`config.mk`:
```
export PLATFORM = sky130hd
export DESIGN_NAME = scanout_fetcher_flat
export DESIGN_NICKNAME = d
export VERILOG_FILES = /design/src/rtl/scanout_fetcher_if.sv /design/src/rtl/scanout_fetcher.sv /design/src/flat_wrapper.sv
export SDC_FILE = /design/constraint.sdc
export NUM_CORES = 1
export LEC_CHECK = 0
export CAP_MARGIN = 20
export CORE_ASPECT_RATIO = 2
export CORE_MARGIN = 8
export CORE_UTILIZATION = 55
export DETAILED_ROUTE_END_ITERATION = 12
export PLACE_DENSITY = 0.71
export RECOVER_POWER = 50
export SLEW_MARGIN = 40
export SYNTH_ARGS = -nofsm -noshare
export SYNTH_HDL_FRONTEND = slang
export SYNTH_SLANG_ARGS = --single-unit
```
`constraint.sdc`:
```
create_clock -name clk -period 6.75 [get_ports clk]
set_input_delay 0.675 -clock clk [delete_from_list [all_inputs] [get_ports clk]]
set_output_delay 0.675 -clock clk [all_outputs]
set_load 0.1 [all_outputs]
```
`src/rtl/scanout_fetcher_if.sv`:
```
// Bundles the pixel-side FIFO port and the Avalon-MM read port of the scanout fetcher.
// Pure wiring: no storage, no latency.
// Backpressure is pixel_ready on the pixel side; the SRAM side has fixed timing and no waitrequest.
interface scanout_fetcher_if;
  // pixel pipeline side
  logic        frame_start;
  logic        pixel_ready;
  logic [15:0] pixel_data;
  logic        pixel_valid;
  logic        underflow;
  logic        frame_done;
  // Avalon-MM host side towards the SRAM controller
  logic [19:0] mm_address;
  logic        mm_read;
  logic [15:0] mm_readdata;
  logic        mm_write;
  logic [15:0] mm_writedata;

  // fetcher view
  modport master (
    input  frame_start, pixel_ready, mm_readdata,
    output pixel_data, pixel_valid, underflow, frame_done,
    output mm_address, mm_read, mm_write, mm_writedata
  );

  // environment view: pixel consumer plus SRAM controller
  modport slave (
    output frame_start, pixel_ready, mm_readdata,
    input  pixel_data, pixel_valid, underflow, frame_done,
    input  mm_address, mm_read, mm_write, mm_writedata
  );
endinterface

```
`src/rtl/scanout_fetcher.sv`:
```
// Streams FRAME_WORDS consecutive SRAM words from FB_BASE into a small FIFO for video scanout.
// Latency: each read takes 3 cycles (RD0..RD2); the word is pushed at the edge ending RD2 and is visible the next cycle.
// Backpressure: a read is only issued when the FIFO is guaranteed to have room for it; pixel_ready on empty sets underflow.
module scanout_fetcher #(
  parameter logic [19:0] FB_BASE     = 20'h00000,
  parameter int          FRAME_WORDS = 307200,
  parameter int          FIFO_DEPTH  = 16
) (
  input  logic               clk,
  input  logic               reset,
  scanout_fetcher_if.master  bus
);

  localparam int CW = 21;                       // word counters must reach 2^20
  localparam int PW = $clog2(FIFO_DEPTH);       // FIFO pointer width
  localparam int NW = PW + 1;                   // FIFO occupancy width (0..FIFO_DEPTH)
  localparam logic [CW-1:0] FRAME_W = CW'(FRAME_WORDS);
  localparam logic [NW-1:0] DEPTH_W = NW'(FIFO_DEPTH);

  // Reject frames that run past the top of the 20-bit address space and illegal FIFO sizes.
  if ((FRAME_WORDS < 1) || ((int'(FB_BASE) + FRAME_WORDS) > 1048576) ||
      (FIFO_DEPTH < 4) || ((FIFO_DEPTH & (FIFO_DEPTH - 1)) != 0)) begin : g_bad_params
    $error("scanout_fetcher: illegal FB_BASE/FRAME_WORDS/FIFO_DEPTH combination");
  end

  typedef enum logic [1:0] {IDLE, RD0, RD1, RD2} state_t;

  state_t          state_q;
  logic            mm_read_q;
  logic [19:0]     mm_addr_q;
  logic [CW-1:0]   issued_q;     // reads started in the current frame
  logic [CW-1:0]   capt_q;       // words pushed into the FIFO in the current frame
  logic            stale_q;      // in-flight read was overtaken by frame_start
  logic            done_q;
  logic            underflow_q;

  logic [15:0]     mem_q [FIFO_DEPTH];
  logic [PW-1:0]   wr_ptr_q;
  logic [PW-1:0]   rd_ptr_q;
  logic [NW-1:0]   cnt_q;
  logic [NW-1:0]   cnt_d;

  logic            push;
  logic            pop;
  logic            issue_ok;
  logic            start_rd;
  logic [CW-1:0]   capt_inc;

  // The edge ending RD2 is the capture edge; stale data and data racing a frame_start are dropped.
  assign push     = (state_q == RD2) && !stale_q && !bus.frame_start;
  // A pop coinciding with frame_start is ignored because the flush wins.
  assign pop      = bus.pixel_ready && (cnt_q != '0) && !bus.frame_start;
  assign capt_inc = capt_q + 1'b1;

  // Next FIFO occupancy, including this edge's push/pop, so a new read can reserve its slot safely.
  always_comb begin
    cnt_d = cnt_q;
    if (bus.frame_start) begin
      cnt_d = '0;
    end else if (push && !pop) begin
      cnt_d = cnt_q + 1'b1;
    end else if (pop && !push) begin
      cnt_d = cnt_q - 1'b1;
    end
  end

  // A new read needs words left in the frame and a free slot once the current read has landed.
  // frame_start blocks issue for one edge so the rewound counters take effect first.
  assign issue_ok = !bus.frame_start && (issued_q < FRAME_W) && (cnt_d < DEPTH_W);
  assign start_rd = issue_ok && ((state_q == IDLE) || (state_q == RD2));

  // Read sequencer: 3-cycle transfers, address/strobe registered and held for the whole transfer.
  always_ff @(posedge clk or posedge reset) begin
    if (reset) begin
      state_q   <= IDLE;
      mm_read_q <= 1'b0;
      mm_addr_q <= FB_BASE;
      issued_q  <= '0;
      capt_q    <= '0;
      stale_q   <= 1'b0;
      done_q    <= 1'b0;
    end else begin
      case (state_q)
        IDLE:    state_q <= start_rd ? RD0 : IDLE;
        RD0:     state_q <= RD1;
        RD1:     state_q <= RD2;
        RD2:     state_q <= start_rd ? RD0 : IDLE;
        default: state_q <= IDLE;
      endcase

      if (start_rd) begin
        mm_read_q <= 1'b1;
        mm_addr_q <= FB_BASE + issued_q[19:0];
      end else if (state_q == RD2) begin
        mm_read_q <= 1'b0;
      end

      if (bus.frame_start) begin
        issued_q <= '0;
        capt_q   <= '0;
        done_q   <= 1'b0;
        // A transfer still in RD0/RD1 completes on the bus but its data must not land.
        stale_q  <= (state_q == RD0) || (state_q == RD1);
        if (state_q == IDLE) begin
          mm_addr_q <= FB_BASE;
        end
      end else begin
        if (start_rd) begin
          issued_q <= issued_q + 1'b1;
        end
        if (push) begin
          capt_q <= capt_inc;
          done_q <= (capt_inc == FRAME_W);
        end
        if (state_q == RD2) begin
          stale_q <= 1'b0;
        end
      end
    end
  end

  // FIFO storage; only written on a genuine capture, so an aborted transfer never lands.
  always_ff @(posedge clk) begin
    if (push) begin
      mem_q[wr_ptr_q] <= bus.mm_readdata;
    end
  end

  // FIFO pointers, occupancy and sticky underflow.
  always_ff @(posedge clk or posedge reset) begin
    if (reset) begin
      wr_ptr_q    <= '0;
      rd_ptr_q    <= '0;
      cnt_q       <= '0;
      underflow_q <= 1'b0;
    end else begin
      cnt_q <= cnt_d;
      if (bus.frame_start) begin
        wr_ptr_q    <= '0;
        rd_ptr_q    <= '0;
        underflow_q <= 1'b0;
      end else begin
        if (push) begin
          wr_ptr_q <= wr_ptr_q + 1'b1;
        end
        if (pop) begin
          rd_ptr_q <= rd_ptr_q + 1'b1;
        end
        if (bus.pixel_ready && (cnt_q == '0)) begin
          underflow_q <= 1'b1;
        end
      end
    end
  end

  // Fall-through head: valid in the same cycle as pixel_valid, forced to zero when empty.
  assign bus.pixel_valid  = (cnt_q != '0);
  assign bus.pixel_data   = (cnt_q != '0) ? mem_q[rd_ptr_q] : 16'h0000;
  assign bus.underflow    = underflow_q;
  assign bus.frame_done   = done_q;
  assign bus.mm_address   = mm_addr_q;
  assign bus.mm_read      = mm_read_q;
  assign bus.mm_write     = 1'b0;
  assign bus.mm_writedata = 16'h0000;

endmodule

```
`src/flat_wrapper.sv`:
```
// flat-port wrapper written by rule: the top's interface ports become plain ports
module scanout_fetcher_flat 
#(
  parameter logic [19:0] FB_BASE     = 20'h00000,
  parameter int          FRAME_WORDS = 307200,
  parameter int          FIFO_DEPTH  = 16
)
  (clk, reset, bus_frame_start, bus_pixel_ready, bus_mm_readdata, bus_pixel_data, bus_pixel_valid, bus_underflow, bus_frame_done, bus_mm_address, bus_mm_read, bus_mm_write, bus_mm_writedata);
  scanout_fetcher_if bus_i ();
  input  logic clk;
  input  logic reset;
  input wire logic [$bits(bus_i.frame_start)-1:0] bus_frame_start;
  input wire logic [$bits(bus_i.pixel_ready)-1:0] bus_pixel_ready;
  input wire logic [$bits(bus_i.mm_readdata)-1:0] bus_mm_readdata;
  output wire logic [$bits(bus_i.pixel_data)-1:0] bus_pixel_data;
  output wire logic [$bits(bus_i.pixel_valid)-1:0] bus_pixel_valid;
  output wire logic [$bits(bus_i.underflow)-1:0] bus_underflow;
  output wire logic [$bits(bus_i.frame_done)-1:0] bus_frame_done;
  output wire logic [$bits(bus_i.mm_address)-1:0] bus_mm_address;
  output wire logic [$bits(bus_i.mm_read)-1:0] bus_mm_read;
  output wire logic [$bits(bus_i.mm_write)-1:0] bus_mm_write;
  output wire logic [$bits(bus_i.mm_writedata)-1:0] bus_mm_writedata;
  assign bus_i.frame_start = bus_frame_start;
  assign bus_i.pixel_ready = bus_pixel_ready;
  assign bus_i.mm_readdata = bus_mm_readdata;
  assign bus_pixel_data = bus_i.pixel_data;
  assign bus_pixel_valid = bus_i.pixel_valid;
  assign bus_underflow = bus_i.underflow;
  assign bus_frame_done = bus_i.frame_done;
  assign bus_mm_address = bus_i.mm_address;
  assign bus_mm_read = bus_i.mm_read;
  assign bus_mm_write = bus_i.mm_write;
  assign bus_mm_writedata = bus_i.mm_writedata;
  scanout_fetcher #(.FB_BASE(FB_BASE), .FRAME_WORDS(FRAME_WORDS), .FIFO_DEPTH(FIFO_DEPTH)) u_core (.clk(clk), .reset(reset), .bus(bus_i));
endmodule
```
==> qor_table.md <==
| Quantity | Reported |
|:---|:---|
| Peak ir drop on the vdd network | 278.3 uV |
| Post-Synthesis Cells | 888 |
| Worst hold path type | reg2reg |
| Headroom to the max-slew limit | -0.03827 |
| Final hold vios | 0 |
| DRC violation count after routing | 0 |
| Initial antenna violation count | 3 |
| Leak Pwr | 0.005579 uW |
| Fraction of the cycle the final worst path needs | 0.5730 |
| Hpwl dp | 18.01 mm |
| Startpoint Class | flip-flop |
| Num CTS Buffers | 28 |
| Starting density of the core | 0.5584 |
| Clock slew at the register clock pins of the worst setup and hold paths | 0.07 ns |
| I/O pin count | 77 |
| Critical path endpoint category | output port |
| Wirelength per Cell | 22.37 um |
| Clock latency on the worst-skew pair | 0.55 ns |
| Wire length of the first global-routing pass | 45.33 mm |
| X dimension of the die | 129.9 um |
| Number of nets in the final layout | 983 |
| Post-synth ARST share | 0.2404 |
| Clock Skew | 0.009617 ns |
| Maximum clock path buffer count | 3 |
| Hold_buf cts | 0 |
| Power Dens Cells | 360.6 mW/mm^2 |
| Number of slew-limit violations in the final report | 37 |
| Xor and xnor area share after synthesis | 0.02272 |
| Placement Cell Area | 0.01500 mm^2 |
| Register bit total from synthesis | 337 |
| Combinational family with the most area after synthesis | multiplexers |
| Arrival time at the worst endpoint | 3.19 ns |
| Final Instance Area | 0.01602 mm^2 |
| Area share of the largest cell type after synthesis | 0.5389 |
| Synthesis-to-finish area growth | 12.30% |
| Number of violations reported at the end of detailed-routing iteration 0 | 567 |
| CP Max Fanout | 38 |
| Gates resized, CTS repair | 0 |
| Share of synthesized cell area in and, or, nand and nor gates | 0.09384 |
| Worst EP required | 6.07 ns |
| Type of the worst setup path | reg2out |
| Post-synth EDFFs | 256 |
| Cell types with the largest area share after synthesis | sky130_fd_sc_hd__edfxtp_1 54%, sky130_fd_sc_hd__dfrtp_1 14%, sky130_fd_sc_hd__mux4_2 13% |
| Cell at the root of the clock tree | sky130_fd_sc_hd__clkbuf_16 |
| Peak clock frequency supported by timing | 0.2585 GHz |
| Unrepaired setup endpoints after global routing | false |
| Portion of netlist area occupied by mux cells | 0.1308 |
| Post-synth top flop | sky130_fd_sc_hd__edfxtp_1 |
| Violations in the final reports | max-capacitance violations, max-slew violations |
| Fraction of the mapped netlist area in adder cells | 0.01140 |
| Post-detailed-routing wire length | 29.40 mm |
| Max-cap violations | 1 |
| Fraction of the mapped netlist area in compound gates | 0.03017 |
| Deepest level of the CTS H-tree | 1 |
| Via count of the first global-routing pass | 7881 |
| Cell with the most instances after synthesis | sky130_fd_sc_hd__edfxtp_1 |
| Minimum clock period | 3.868 ns |
| Largest area contributor in the synthesized netlist | sky130_fd_sc_hd__edfxtp_1 |
| Outcome | finished with violations |
| Worst-margin pin slew | 1.557 ns |
| Vias | 7660 |
| Sinks on Clock Net | 337 |
| Global-route total usage across every layer | 0.1908 |
| CTS tree | done |
| Portion of the post-synthesis area used by sequential elements | 0.6809 |
| Mean number of vias per cell | 5.830 |
| Distinct cell type count after synthesis | 58 |
| Final weighted congestion in routability-driven placement | 0.8364 |
| Total power | 5777 uW |
| Number of placement rows | 83 |
| Total Negative Setup Slacks | 0 ns |
| Yosys synthesis warning count | 0 |
| Count of input and output buffers | 59 |
| Synth top cells by count | 256 x sky130_fd_sc_hd__edfxtp_1, 81 x sky130_fd_sc_hd__dfrtp_1, 80 x sky130_fd_sc_hd__mux4_2, 68 x sky130_fd_sc_hd__nand2_1, 55 x sky130_fd_sc_hd__nor2_1 |
| Chip Height | 243.8 um |
| Combined area of all synthesized cells | 0.01427 mm^2 |
| Count of final setup violators | 0 |
| Proportion of layout cells with a drive suffix above 1 | 0.2150 |
| Die area | 0.03166 mm^2 |
| Area of the core | 0.02555 mm^2 |
| Total setup buffers inserted after CTS | 0 |
| Post-synthesis average cell area | 16.07 um^2 |
| First-pass detailed-route iteration total | 5 |
| Remaining global-route overflow | 0 |
| Residual antenna-violating net count after detailed routing | 0 |
| Maximum number of pins on one net before global-route repair | 82 |
==> metal layers <==
layer / routed length, um / GRT usage / up-vias
met2: 16140 / 0.3415 / 201
met5: 13 / 0 / -
met4: 1077 / 0.08766 / 2
met3: 1212 / 0.02123 / 67
li1: - / - / 3465
met1: 10950 / 0.2220 / 3925
==> registers in the layout, summed over array words and instances (netlist names) <==
register and count:
u_core.bus.mm_read 1, u_core.issued_q 21, u_core.mem_q 256, u_core.bus.underflow 1, u_core.wr_ptr_q 4, u_core.rd_ptr_q 4
u_core.bus.mm_address 20, u_core.state_q 2, u_core.capt_q 21, u_core.stale_q 1, u_core.bus.frame_done 1, u_core.cnt_q 5
==> power breakdown <==
part	internal [uW]	total [uW]	leakage (uW)	switching, uW
registers	2300	2380	0.00341	79.1
logic	522	1650	0.00168	1130
clock network	1020	1750	0.000488	730
total	3840	5780	0.00558	1940
==> critical path, cell delays in order, from the launching register on <==
cell and delay, ns:
sky130_fd_sc_hd__dfrtp_4 0.79, sky130_fd_sc_hd__buf_4 0.50, sky130_fd_sc_hd__mux4_2 0.38, sky130_fd_sc_hd__mux4_2 0.49, sky130_fd_sc_hd__and2_1 0.17, sky130_fd_sc_hd__buf_2 0.28
==> layout by cell type, fill, tap and decap left out, drive strengths merged, types with 3 or more instances in the layout <==
cell type    instances
a211oi               3
a21o                 4
a21oi               32
and2                38
and3                 6
buf                 61
bufinv               6
clkbuf              34
clkinv              12
clkinvlp             3
conb                17
dfrtp               81
dlygate4sd3         17
edfxtp             256
ha                  13
inv                 21
mux2                 3
mux2i                3
mux4                80
nand2               69
nand2b               5
nand3               20
nand4               13
nor2                55
nor2b                8
nor3                18
nor4                14
nor4b                3
o21ai                3
o31ai                3
or4                  3
xnor2               20
xor2                17
==> final timing paths <==
path,start,end,slack (ns),cells after the start
max in group asynchronous,reset,u_core.rd_ptr_q[0],5.44,3
hold reg to reg,u_core.issued_q[20],u_core.issued_q[20],0.51,1
setup / recovery,u_core.rd_ptr_q[1],bus_pixel_data[4],2.88,5
hold / removal,u_core.issued_q[20],u_core.issued_q[20],0.51,1
setup reg to reg,u_core.state_q[0],u_core.issued_q[17],3.76,9
min in group asynchronous,reset,u_core.bus.frame_done,0.76,3
==> layout make-up <==
class	instances	area, um^2
well taps	340	425.4
diodes	2	5.005
multi-input cells	480	4194
repair buffers	83	591.8
fillers	1904	9527
inverters	20	76.32
clock inverters	22	275.3
clock buffers	30	729.5
flip-flops and latches	337	9723
==> stage by stage <==
stage / cells / setup slack, ns / util / hold WS, ns
after floorplan: 904 / 3.318 / - / 0.4566
after global placement: 1257 / 2.254 / 0.5930 / 0.4767
after detailed placement: 1259 / 3.414 / 0.5871 / 0.4847
after CTS: 1311 / 2.812 / 0.6265 / 0.5091
after global routing: 1313 / 2.770 / 0.6270 / 0.5296
final: 1314 / 2.882 / 0.6271 / 0.5068
==> cell families (layout without fill, tap and decap cells) <==
family / Yosys count / count (layout)
AO/OA/AOI/OAI: 65 / 65
XOR/XNOR: 37 / 37
adder cells (fa/ha/maj): 13 / 13
buffers and inverters: 87 / 155
flip-flops: 337 / 337
multiplexers: 86 / 86
other: 1 / 19
AND/OR/NAND/NOR: 262 / 262
Note: power is estimated with default switching activity, not from simulation.
